## src/rtl/pll_ctrl_pkg.sv

```systemverilog
// Shared state encoding, PSDIR encoding and sizing helper for the PLL phase-shift sequencer.
package pll_ctrl_pkg;

  typedef logic [2:0] state_t;

  localparam state_t S_RST_HOLD  = 3'd0;
  localparam state_t S_WAIT_LOCK = 3'd1;
  localparam state_t S_IDLE      = 3'd2;
  localparam state_t S_SETUP     = 3'd3;
  localparam state_t S_PULSE_HI  = 3'd4;
  localparam state_t S_PULSE_LO  = 3'd5;
  localparam state_t S_DONE      = 3'd6;

  localparam logic DIR_INC = 1'b0;
  localparam logic DIR_DEC = 1'b1;

  // Bits needed to hold values 0..v-1; never less than one bit.
  function automatic int clog2(input int unsigned v);
    int          r;
    int unsigned x;
    r = 0;
    x = 1;
    while (x < v) begin
      x = x << 1;
      r++;
    end
    return (r == 0) ? 1 : r;
  endfunction

endpackage

```

## src/rtl/sync2.sv

```systemverilog
// Two-flop synchroniser for a slow asynchronous level, cleared by the async active-low reset.
module sync2 (
  input  logic clk,
  input  logic rst_n,
  input  logic d,
  output logic q
);

  logic meta;

  always_ff @(posedge clk or negedge rst_n) begin
    if (!rst_n) begin
      meta <= 1'b0;
      q    <= 1'b0;
    end else begin
      meta <= d;
      q    <= meta;
    end
  end

endmodule

```

## src/rtl/pll_phase_ctrl.sv

```systemverilog
// PLL power-up reset, lock supervision and dynamic phase-shift sequencer on the 50 MHz reference.
// Build option PLL_AUTO_RELOCK_EN: on lock loss abort the request, re-reset the PLL and clear positions.
//
// state       | meaning
// RST_HOLD    | pll_reset asserted for RST_CYCLES
// WAIT_LOCK   | pll_reset released, waiting for synced lock or timeout
// IDLE        | locked, cmd_ready high
// SETUP       | pssel/psdir settling before the first pulse
// PULSE_HI    | pll_pspulse high
// PULSE_LO    | gap after a pulse; position updated on exit
// DONE        | one-cycle completion strobe
module pll_phase_ctrl
  import pll_ctrl_pkg::*;
#(
  parameter int unsigned NUM_CH        = 7,
  parameter int unsigned STEPS_PER_CYC = 8,
  parameter int unsigned RST_CYCLES    = 16,
  parameter int unsigned LOCK_TIMEOUT  = 65535,
  parameter int unsigned SETUP_CYCLES  = 4,
  parameter int unsigned PULSE_CYCLES  = 2,
  parameter int unsigned GAP_CYCLES    = 4
) (
  input  logic                                   clk,
  input  logic                                   rst_n,
  input  logic                                   pll_lock,
  output logic                                   pll_reset,
  output logic [2:0]                             pll_pssel,
  output logic                                   pll_psdir,
  output logic                                   pll_pspulse,
  input  logic                                   cmd_valid,
  output logic                                   cmd_ready,
  input  logic [2:0]                             cmd_ch,
  input  logic [3:0]                             cmd_steps,
  input  logic                                   cmd_dir,
  output logic                                   done,
  output logic                                   locked,
  output logic                                   lock_lost,
  output logic [NUM_CH*clog2(STEPS_PER_CYC)-1:0] ch_pos
);

  localparam int PW = clog2(STEPS_PER_CYC);
  localparam int CW = clog2(LOCK_TIMEOUT + 1);

  localparam logic [CW-1:0] LD_RST   = CW'(RST_CYCLES - 1);
  localparam logic [CW-1:0] LD_LOCK  = CW'(LOCK_TIMEOUT - 1);
  localparam logic [CW-1:0] LD_SETUP = CW'(SETUP_CYCLES - 1);
  localparam logic [CW-1:0] LD_PULSE = CW'(PULSE_CYCLES - 1);
  localparam logic [CW-1:0] LD_GAP   = CW'(GAP_CYCLES - 1);

  state_t          state;
  state_t          state_nxt;
  logic [CW-1:0]   cnt;
  logic [CW-1:0]   cnt_nxt;
  logic [3:0]      rem;
  logic [PW-1:0]   pos [NUM_CH];
  logic            lock_s;
  logic            tc;
  logic            op_state;
  logic            lock_drop;
  logic            start;
  logic            step_done;

  sync2 u_lock_sync (
    .clk   (clk),
    .rst_n (rst_n),
    .d     (pll_lock),
    .q     (lock_s)
  );

  assign tc        = (cnt == '0);
  assign op_state  = (state >= S_IDLE) && (state <= S_DONE);
  assign lock_drop = op_state && !lock_s;

  always_comb begin
    state_nxt = state;
    cnt_nxt   = tc ? cnt : cnt - 1'b1;
    start     = 1'b0;
    step_done = 1'b0;
    case (state)
      S_RST_HOLD: begin
        if (tc) begin
          state_nxt = S_WAIT_LOCK;
          cnt_nxt   = LD_LOCK;
        end
      end
      S_WAIT_LOCK: begin
        if (lock_s) begin
          state_nxt = S_IDLE;
        end else if (tc) begin
          state_nxt = S_RST_HOLD;
          cnt_nxt   = LD_RST;
        end
      end
      S_IDLE: begin
        if (cmd_valid) begin
          if (cmd_steps == '0 || 32'(cmd_ch) >= NUM_CH) begin
            state_nxt = S_DONE;
          end else begin
            state_nxt = S_SETUP;
            cnt_nxt   = LD_SETUP;
            start     = 1'b1;
          end
        end
      end
      S_SETUP: begin
        if (tc) begin
          state_nxt = S_PULSE_HI;
          cnt_nxt   = LD_PULSE;
        end
      end
      S_PULSE_HI: begin
        if (tc) begin
          state_nxt = S_PULSE_LO;
          cnt_nxt   = LD_GAP;
        end
      end
      S_PULSE_LO: begin
        if (tc) begin
          step_done = 1'b1;
          if (rem == 4'd1) begin
            state_nxt = S_DONE;
          end else begin
            state_nxt = S_PULSE_HI;
            cnt_nxt   = LD_PULSE;
          end
        end
      end
      S_DONE: begin
        state_nxt = S_IDLE;
      end
      default: begin
        state_nxt = S_RST_HOLD;
        cnt_nxt   = LD_RST;
      end
    endcase
`ifdef PLL_AUTO_RELOCK_EN
    if (lock_drop) begin
      state_nxt = S_RST_HOLD;
      cnt_nxt   = LD_RST;
      start     = 1'b0;
      step_done = 1'b0;
    end
`endif
  end

  // PLL-facing strobes are registered from the next state so they never glitch on state decode.
  always_ff @(posedge clk or negedge rst_n) begin
    if (!rst_n) begin
      state       <= S_RST_HOLD;
      cnt         <= LD_RST;
      pll_reset   <= 1'b1;
      pll_pspulse <= 1'b0;
    end else begin
      state       <= state_nxt;
      cnt         <= cnt_nxt;
      pll_reset   <= (state_nxt == S_RST_HOLD);
      pll_pspulse <= (state_nxt == S_PULSE_HI);
    end
  end

  always_ff @(posedge clk or negedge rst_n) begin
    if (!rst_n) begin
      pll_pssel <= '0;
      pll_psdir <= DIR_INC;
      rem       <= '0;
      lock_lost <= 1'b0;
      for (int i = 0; i < NUM_CH; i++) pos[i] <= '0;
    end else begin
      if (start) begin
        pll_pssel <= cmd_ch;
        pll_psdir <= cmd_dir;
        rem       <= cmd_steps;
      end
      if (step_done) begin
        rem <= rem - 1'b1;
        for (int i = 0; i < NUM_CH; i++) begin
          if (int'(pll_pssel) == i) begin
            pos[i] <= (pll_psdir == DIR_DEC) ? pos[i] - 1'b1 : pos[i] + 1'b1;
          end
        end
      end
      // Every PLL reset reverts the hardware phase settings, so the tracked positions follow.
      if (state_nxt == S_RST_HOLD) begin
        for (int i = 0; i < NUM_CH; i++) pos[i] <= '0;
      end
      if (lock_drop) lock_lost <= 1'b1;
    end
  end

  for (genvar g = 0; g < NUM_CH; g++) begin : g_pos
    assign ch_pos[g*PW +: PW] = pos[g];
  end

  assign cmd_ready = (state == S_IDLE);
  assign locked    = op_state && lock_s;
`ifdef PLL_AUTO_RELOCK_EN
  assign done      = (state == S_DONE) && lock_s;
`else
  assign done      = (state == S_DONE);
`endif

endmodule

```

## config.mk

```make
export PLATFORM = sky130hd
export DESIGN_NAME = pll_phase_ctrl
export DESIGN_NICKNAME = d
export VERILOG_FILES = /design/src/rtl/pll_ctrl_pkg.sv /design/src/rtl/sync2.sv /design/src/rtl/pll_phase_ctrl.sv
export SDC_FILE = /design/constraint.sdc
export NUM_CORES = 1
export LEC_CHECK = 0
export BUFFER_PORTS_ARGS = -buffer_cell sky130_fd_sc_hd__buf_2
export CAP_MARGIN = 25
export CORE_ASPECT_RATIO = 1.4
export CORE_MARGIN = 5
export CORE_UTILIZATION = 55
export DETAILED_ROUTE_END_ITERATION = 7
export PLACE_DENSITY = 0.77
export SKIP_CTS_REPAIR_TIMING = 1
export SLEW_MARGIN = 40
export SYNTH_ARGS = -nofsm -noshare
export SYNTH_HDL_FRONTEND = slang
export SYNTH_HIERARCHICAL = 1
export SYNTH_SLANG_ARGS = --single-unit
```

## constraint.sdc

```tcl
create_clock -name clk -period 6.65 [get_ports clk]
set_clock_uncertainty 0.05 [all_clocks]
set_input_delay 1.33 -clock clk [delete_from_list [all_inputs] [get_ports clk]]
set_output_delay 1.33 -clock clk [all_outputs]
set_load 0.1 [all_outputs]
```

==> results of run 1 <==
==> Yosys cell counts, types with 8 or more instances <==
master and count:
nand3_1 8, a21oi_1 18, nand2_1 28, or3_1 8, nor2_1 32, a211oi_1 12
xnor2_1 16, inv_1 12, dfrtp_1 48, nor3_1 22, nor4_1 10, o21ai_0 13
clkbuf_1 15
==> cell type report <==
cell class | count | area share
clock inverter | 2 | 0.0107
tap | 68 | 0.0242
timing repair buffer | 43 | 0.0619
inverter | 13 | 0.0139
clock buffer | 6 | 0.0235
sequential | 53 | 0.379
multi-input combinational | 251 | 0.486
==> stage by stage <==
stage | cells | power, mW | area, um^2 | setup slack, ps
floorplan | 337 | 1.15 | 3150 | 2920
global placement | 428 | 1.28 | 3370 | 3520
detailed placement | 428 | 1.32 | 3390 | 3580
CTS | 436 | 1.55 | 3510 | 3300
global route | 436 | 1.66 | 3510 | 3090
finish | 436 | 1.54 | 3510 | 3300
==> state kept, by name, summed over array words and instances (netlist names) <==
register and cells:
u_lock_sync/q 1, cnt 16, u_lock_sync/meta 1, pll_reset 1
state 3, pll_pssel 3, pll_pspulse 1, pll_psdir 1
lock_lost 1, rem 4, ch_pos 21
==> routing by layer <==
metal	routed length, um	track usage	vias to the layer above
met5	0	0	-
met4	118	0.0642	0
met3	345	0.0313	10
met2	3700	0.355	74
met1	2760	0.243	1249
li1	-	-	1267
==> critical path, stage by stage (launching register included) <==
cell	delay, ps
dfrtp_1	770
nand3_1	330
o21ai_0	200
nor2_1	60
buf_2	290
==> power by group <==
group / internal [mW] / switching, mW / leakage, nW
clock network: 0.122 / 0.105 / 0.0574
logic: 0.245 / 0.512 / 0.841
registers: 0.410 / 0.147 / 0.685
total: 0.778 / 0.764 / 1.58
==> layout by cell type, fill, tap and decap left out, types with 9 or more instances in the layout <==
cell	count
inv_1	12
buf_2	42
a21oi_1	17
nor4_1	9
nor3_1	22
a211oi_1	12
nand2_1	28
o21ai_0	13
dfrtp_1	47
nor2_1	32
xnor2_1	16
==> path summary, 6_finish.rpt <==
path | end | cells past startpoint
min in group asynchronous | rem[0] | 2
max reg2reg | ch_pos[17] | 6
min reg2reg | u_lock_sync/q | 0
min | u_lock_sync/q | 0
max | locked | 4
max in group asynchronous | pll_psdir | 2
==> logic make-up after synthesis <==
family	after synthesis	synth area share
fa+ha+maj	13	0.0683
mux	5	0.0159
simple gates	145	0.252
compound gates	67	0.138
buf+inv	33	0.0448
flops	53	0.423
xor+xnor	21	0.0583
==> results.txt, run 1 <==
Clock tree synthesis selected as its root buffer the cell clkbuf_8. The area enclosed by the die boundary came out at 7370 um^2. The critical setup path kind is flip-flop to output port. The initial antenna violation count is 0. The iteration count of the initial detailed-routing pass came out at 4. The total count of max-transition violations in the final report came out at 0. Clock tree synthesis found a total of 53 sinks. The startpoint identified for the worst register-to-register timing path is cnt[13].

The first-pass GRT wire length came out at 11700 um. The largest net degree at the start of global routing came out at 54. The number of clock buffers inserted by TritonCTS came out at 5.

Using the TritonRoute via totals, the vias-per-cell ratio works out to 5.96. Pin placement for this block handled 43 I/O pins. The remaining global-route overflow came out at 0.

The number of cells produced by synthesis is 337. In this run the standard cell core region covers 5530 um^2. The share of synthesized area occupied by flip-flops and latches came out at 0.423.

By area the synthesized netlist is led by dfrtp_1, fa_1, xnor2_1. The antenna diode count is 0. The final hold slack came out at 304 ps. Setup repair after global routing left no endpoint under its margin. The worst max-slew margin expressed relative to the limit is 0.538. The sum of negative setup slack is 0 ps.

The worst register-to-register path has a setup slack of 3590 ps. For this run, the total global-route usage over all layers was measured as 0.200. The width of the die is 74.0 um. The launch point of the worst path is state[0]. The placed wire-length estimate after detailed placement is 5140 um.

At the worst endpoint, the required time is 5270 ps. Counting flops with a built-in enable in the synthesized netlist gives 0. The area fraction of the dominant cell type after synthesis is 0.381. The synthesized design spends more area on one cell type than any other, namely dfrtp_1.

The post-layout minimum cycle time came out at 3350 ps. Counting flops with an async set or reset pin after synthesis yields a share of 1.00. In this run the core area contains 32 standard-cell rows. For this design the ratio of total power to cell area is 439 nW/um^2. STA classifies the critical path endpoint as an output port.

The routed wire length is 6920 um. The net count reported at finish is 392. Data arrives at the worst endpoint at 1970 ps. The effective utilization at floorplan is 0.571. The total of flip-flops plus latches after synthesis is 53. The vertical die dimension is 99.6 um. The synthesis-to-layout area growth is 11.5%. The final-layout fill cell count came out at 468. The worst-case clock buffer depth came out at 2. The synthesis warning total came out at 6. The port buffer count came out at 42.

The sequential cell area in the final layout is 1330 um^2. The slew at the pin closest to its max-slew limit is 688 ps. The detailed router placed 2600 vias in this run. The critical-path maximum fanout came out at 23. The later pin in the worst-skew pair is clocked with a latency of 310 ps.

STA classifies the critical path startpoint as a flip-flop. In this run the static leakage power is 1.58 nW. The fraction of the cycle the final worst path needs is 0.503. The placer congestion estimate is 0.916. The final routed DRC violation total is 0. The flow ran to the end, and the final reports show no timing, DRC or antenna violations. The average cell area after synthesis is 9.36 um^2. The class of the worst hold path is flip-flop to flip-flop. Among all flip-flop cells after synthesis, the most frequent one is dfrtp_1. The synthesized netlist net count is 362. The footprint of the multi-input gates is 1710 um^2. The number of max-cap violations is 0. VDD sags by at most 0.259 mV. The first routing iteration left 192 violations. Clock-pin slew was measured on the worst setup and hold paths at 100 ps. The fraction of final layout cells sized beyond drive strength 1 came out at 0.204. After synthesis, the netlist uses 53 different library cells.

TritonCTS built the clock tree. The number of global-route vias before repair is 2503. The worst hold path begins at u_lock_sync/meta. The number of levels the H-tree was split into is 2.

The mapped cell area came out at 3150 um^2. The routed length per instance came out at 15.9 um. Once detail routing completed, the nets flagged for antenna violations numbered 0.

Setup violations remaining at the end of the flow were counted as 0. The number of endpoints with negative hold slack in the final report is 0. The maximum frequency from static timing analysis came out at 0.299 GHz. The final core utilization came out at 0.636.
Note: power is estimated with default switching activity, not from simulation.
==> run 2, diff against run 1 <==
- CORE_UTILIZATION: 55 -> 52
- PLACE_DENSITY: 0.77 -> 0.76
- clock period: 6.65 -> 3 ns (I/O delays scaled with it)
==> results.txt, run 2 (synthesized netlist as in run 1, its figures left out) <==
The number of vias after detailed routing came out at 2697 (+3.7%). The total count of max-transition violations in the final report is 0 (unchanged). The remaining global-route overflow was 0 (unchanged). The number of global-route vias before repair is 2601 (+3.9%). The required time of the worst setup path is 3170 ps (-2100 ps). The port buffer count came to 42 (unchanged).

The largest individual stage delay along the critical path comes from the cell or4b_2. The placed wire-length estimate after detailed placement came out at 5220 um (+1.6%). The critical setup path kind is flip-flop to flip-flop. The arrival time reported for the critical path endpoint came out at 2780 ps (+810 ps).

The number of instances in the placed design is 440 (+2.8%). The iteration count of the initial detailed-routing pass is 4 (unchanged). The worst setup path is captured at a flip-flop. The class of the worst hold path is flip-flop to flip-flop.

The worst max-slew margin expressed relative to the limit came out at 0.502 (-0.0354). The number of levels the H-tree was split into came out at 2 (unchanged). The post-layout minimum cycle time came out at 2610 ps.

The critical-path maximum fanout is 10 (-57%). The iteration-0 DRC count of the detailed router was 158 (-18%). The number of max-cap violations is 0 (unchanged). The first-pass GRT wire length came out at 11800 um (+0.77%). The placer congestion estimate is 0.892 (-2.6%). The detailed-routed wire length on met3 came out at 371 um (+7.5%). The vertical die dimension came out at 102 um (+2.6%). The largest net degree at the start of global routing is 54 (unchanged). The met2 layer wire length in the routed design came out at 3760 um (+1.8%).

Dividing the final minimum period by the clock period gives 0.870. The slew at the pin closest to its max-slew limit was 746 ps (+58.8 ps). The sum of negative setup slack is 0 ps (unchanged). Setup repair after global routing left no endpoint under its margin. The final hold slack came out at 316 ps (+12.0 ps). The mean number of vias per cell came out at 6.02 (+0.95%). The synthesis-to-layout area growth is 13.0%. The area of the core is 5860 um^2 (+6.1%). The final cell count without fillers is 448 (+2.8%).

The number of rows created at floorplan was 33 (+3.1%). The overall routing resource usage is 0.193 (-0.00703). The signal on the critical path passes through inv_1 > ha_1 > or4b_2 > or4_4 > nor2b_4 > nor3_1 > a211oi_1. The I/O pin count is 43 (unchanged).

The worst-case clock buffer depth is 2 (unchanged). The tree is rooted in a clkbuf_8. The number of clock sinks came to 53 (unchanged). The setup violation total in the final timing report came to 0 (unchanged). The library cell used most frequently in the layout, excluding fill and tap cells, is dfrtp_1. The area enclosed by the die boundary is 7740 um^2 (+5.1%).

The number of clock buffers inserted by TritonCTS was 5 (unchanged). The fraction of final layout cells sized beyond drive strength 1 came out at 0.214 (+0.0105). The width of the die was 75.8 um (+2.5%).

The remaining antenna violation count after routing is 0 (unchanged). Routed signal wires occupy layers up through met4. The routed length per instance is 16.1 um (+1.2%). The routed wire length came out at 7200 um (+4.0%).

The maximum vdd ir drop is 0.461 mV (+78%). The initial antenna violation count came out at 0 (unchanged). The clock latency on the worst-skew pair is 310 ps (about the same).

The number of endpoints with negative hold slack in the final report came to 0 (unchanged). The net count reported at finish came out at 402 (+2.6%). The clock transition at the registers of the reported paths came out at 100 ps (about the same). TritonCTS built the clock tree. The static leakage power came out at 1.63 nW (+2.8%).

The antenna diode count was 0 (unchanged). The effective utilization at floorplan came to 0.538 (-0.0329). The routed length on met1 came out at 2930 um (+6.1%). The flow ran to the end, and the final reports show no timing, DRC or antenna violations. The number of flip-flops under the largest register name came to 21 (unchanged). The power density over the cells is 980 nW/um^2 (+120%). The biggest cell delay along the critical path came out at 590 ps (-180 ps). The maximum frequency from static timing analysis is 0.383 GHz. The final routed DRC violation total is 0 (unchanged). The sort of element at the start of the critical path is a flip-flop.

In the layout the commonest cells are dfrtp_1, buf_2, nor2_1, nand2_1, nor3_1.
==> run 2: cell count changes in the layout (fill, tap and decap cells not counted), sizes merged <==
| cell | before | now |
|---|---|---|
| buf | 43 | 53 |
| clkbuf | 6 | 5 |
| clkinv | 0 | 1 |
==> run 2: worst paths after layout <==
check / slack, ps / from / to / cells past startpoint
worst max-delay path: 390 / cnt[0] / cnt[9] / 7
worst min-delay path: 320 / u_lock_sync/meta / u_lock_sync/q / 0
worst max register to register: 390 / cnt[0] / cnt[9] / 7
worst min register to register: 320 / u_lock_sync/meta / u_lock_sync/q / 0
max in group asynchronous: 2110 / rst_n / ch_pos[19] / 2
min in group asynchronous: 350 / rst_n / state[2] / 2
==> run 2: critical path, delay by kind of cell (launching register included) <==
kind            cells  cell delay (ps)
simple gates        4             1490
flops               1              400
compound gates      1              240
fa+ha+maj           1              210
buf+inv             1              120
==> run 2: stage by stage <==
step	setup WS (ps)	power, mW	util	instance area (um^2)
2_1_floorplan	2.43	2.56	-	3150
3_3_place_gp	489	2.94	0.588	3450
3_5_place_dp	431	2.98	0.588	3450
4_1_cts	384	3.49	0.608	3560
5_1_grt	195	3.73	0.608	3560
6_report	389	3.49	0.608	3560
==> run 2: power by group <==
group / switching (mW) / total [mW] / internal (mW)
logic: 1.20 / 1.80 / 0.599
registers: 0.278 / 1.19 / 0.908
clock network: 0.252 / 0.502 / 0.250
==> run 2: metal layers <==
metal,vias up,GRT usage
met4,0,0.0794
met2,62,0.341
met5,-,0
met1,1343,0.223
met3,10,0.0374
li1,1282,-
==> run 2: cell type report <==
cell class | instances | area, um^2
multi-input cells | 251 | 1690
fillers | 501 | 2300
inverters | 13 | 48.8
repair buffers | 53 | 293
well taps | 70 | 87.6
clock inverters | 3 | 46.3
flip-flops and latches | 53 | 1330
clock buffers | 5 | 68.8
==> run 3, diff against run 2 <==
- CTS_CLUSTER_DIAMETER: not set -> 60
- GPL_TIMING_DRIVEN: not set -> 0
==> results.txt, run 3 (synthesized netlist as in run 1, its figures left out) <==
The clock transition at the registers of the reported paths was 100 ps (about the same). The run finished with clean final reports. The buffers plus inverters on the worst setup path was 3 (+2).

The fraction of power consumed by the clock network is 0.125 (-0.019). The number of rows created at floorplan came to 33 (unchanged). The power density over the cells was 955 nW/um^2 (-2.6%).

The synthesis-to-layout area growth came out at 12.8%. The port buffer count came out at 42 (unchanged). The critical path endpoint category is an output port. The worst register-to-register path ends at ch_pos[2]. The critical path in this run is classified as flip-flop to output port. The net count reported at finish was 410 (+2.0%). The total count of max-transition violations in the final report is 0 (unchanged). The I/O pin count is 43 (unchanged). The biggest cell delay along the critical path is 430 ps (-160 ps). The final core utilization is 0.606 (-0.00107). The cell internal power dissipation is 1.66 mW (-5.7%). CTS placed an instance of clkbuf_8 at the clock tree root.

TritonCTS built the clock tree. The final routed DRC violation total is 0 (unchanged). The worst-case reg-to-reg path depth was 7 (unchanged). The fraction of met3 tracks used by global routing came out at 0.0394 (+0.00197). The number of vias after detailed routing is 2662 (-1.3%).

The worst setup path is launched from a flip-flop. The critical-path maximum fanout is 10 (unchanged). The area enclosed by the die boundary came out at 7740 um^2 (unchanged). The proportion of power drawn by combinational gates came out at 0.543 (+0.026).

The overall routing resource usage came out at 0.201 (+0.00782). The antenna diode count was 0 (unchanged). The worst-case clock buffer depth was 2 (unchanged). The fraction of the cycle the final worst path needs is 0.905 (+0.0350). The switching portion of total power came out at 0.512 (+0.0152). The sequential group share of total power is 0.332 (-0.008). The number of max-cap violations was 0 (unchanged). The iteration count of the initial detailed-routing pass is 4 (unchanged). The placer congestion estimate came out at 0.904 (+1.4%).

The setup violation total in the final timing report came out at 0 (unchanged). In this run the worst setup path begins at state[2]. The required time of the worst setup path came out at 2350 ps (-820 ps). In the layout the commonest cells are dfrtp_1, buf_2, nor2_1, nand2_1, nor3_1. The iteration-0 DRC count of the detailed router is 134 (-15%). The arrival time reported for the critical path endpoint was 2070 ps (-710 ps). The power spent charging and discharging nets is 1.74 mW (+0.22%).

The first-pass GRT wire length came out at 12200 um (+3.6%). The width of the die came to 75.8 um (unchanged). The maximum frequency from static timing analysis is 0.368 GHz (-3.9%). The clock latency on the worst-skew pair was 320 ps (about the same). The met1 track demand over resource in global routing came to 0.234 (+0.0115). The library cell used most frequently in the layout, excluding fill and tap cells, is dfrtp_1.

The area of the core came out at 5860 um^2 (unchanged). The effective utilization at floorplan was 0.538 (unchanged). The sum of negative setup slack came out at 0 ps (unchanged). Traced cell by cell, the critical path runs through clkbuf_1 > clkbuf_2 > o21ai_0 > nor2_1 > buf_2. The worst hold path belongs to the class input pin to async pin. The final-layout fill cell count came out at 518 (+3.4%). The post-layout minimum cycle time is 2720 ps (+105 ps). The initial antenna violation count is 0 (unchanged). The maximum vdd ir drop is 0.402 mV (-13%). The flop-to-flop setup slack came out at 300 ps (-90 ps). The number of flip-flops under the largest register name came out at 21 (unchanged). The placed wire-length estimate after detailed placement came out at 5420 um (+3.8%). The layer carrying the most global-route usage is met2. The number of clock buffers inserted by TritonCTS came out at 5 (unchanged). The launching point of the worst reg2reg path is cnt[9].

The number of levels the H-tree was split into is 2 (unchanged). The slew at the pin closest to its max-slew limit is 668 ps (-78.5 ps). The vertical die dimension is 102 um (unchanged). The largest net degree at the start of global routing is 54 (unchanged). The number of endpoints with negative hold slack in the final report is 0 (unchanged).

The routed length per instance came out at 15.8 um (-1.7%). The number of global-route vias before repair came to 2692 (+3.5%). The routed wire length came out at 7200 um (about the same). The remaining global-route overflow is 0 (unchanged). The fraction of final layout cells sized beyond drive strength 1 is 0.197 (-0.0174). Broken down by cell family, the worst path's largest delay share belongs to buffers and inverters. The static leakage power is 1.61 nW (-1.2%).

Setup repair after global routing left no endpoint under its margin. The number of clock sinks came out at 53 (unchanged). The mean number of vias per cell is 5.84 (-3.0%). The worst max-slew margin expressed relative to the limit is 0.551 (+0.0486). The global-route met2 utilization came to 0.346 (+0.00462). The remaining antenna violation count after routing was 0 (unchanged). On the critical path, the stage with the largest delay is an instance of buf_2.
==> run 3: metrics by stage <==
| stage | total power [mW] | instance area [um^2] | setup slack [ps] | cells | hold WS [ps] |
|---|---|---|---|---|---|
| floorplan | 2.56 | 3150 | 2.43 | 337 | 254 |
| global placement | 2.93 | 3450 | 241 | 449 | 283 |
| detailed placement | 2.97 | 3460 | 203 | 449 | 285 |
| CTS | 3.40 | 3550 | 157 | 457 | 282 |
| global route | 3.65 | 3560 | 76.9 | 456 | 311 |
| finish | 3.40 | 3560 | 284 | 456 | 253 |
==> run 3: final cells by class <==
class / instances / area [um^2] / share of cell area
repair buffers: 42 / 213 / 0.0598
inverters: 13 / 48.8 / 0.0137
clock inverters: 3 / 25.0 / 0.00704
well taps: 70 / 87.6 / 0.0246
clock buffers: 5 / 68.8 / 0.0194
flip-flops and latches: 53 / 1330 / 0.375
multi-input cells: 251 / 1690 / 0.475
plain buffers: 19 / 90.1 / 0.0253
==> run 3: worst reg2reg max path: cells and delay by family (launching register included) <==
family | cells | cell delay, ps
compound gates | 1 | 420
buf+inv | 2 | 710
flops | 1 | 430
simple gates | 4 | 990
==> run 3: power groups by stage <==
stage / sequential [mW] / combinational, mW / clock (mW)
after floorplan: 1.34 / 1.22 / 0
after global placement: 1.13 / 1.80 / 0
after detailed placement: 1.14 / 1.84 / 0
after CTS: 1.12 / 1.84 / 0.438
after global routing: 1.16 / 2.04 / 0.455
final: 1.13 / 1.85 / 0.423
==> run 3: metal layers <==
| layer | up-vias | routed length (um) |
|---|---|---|
| li1 | 1301 | - |
| met1 | 1279 | 2980 |
| met2 | 63 | 3690 |
| met3 | 19 | 330 |
| met4 | 0 | 197 |
| met5 | - | 0 |
==> run 3: worst max-delay path by stage <==
stage,to,slack (ps),cells past startpoint
finish,locked,280,5
global route,cnt[13],80,9
CTS,locked,160,5
detailed placement,cnt[0],200,12
global placement,cnt[0],240,12
floorplan,locked,2,4
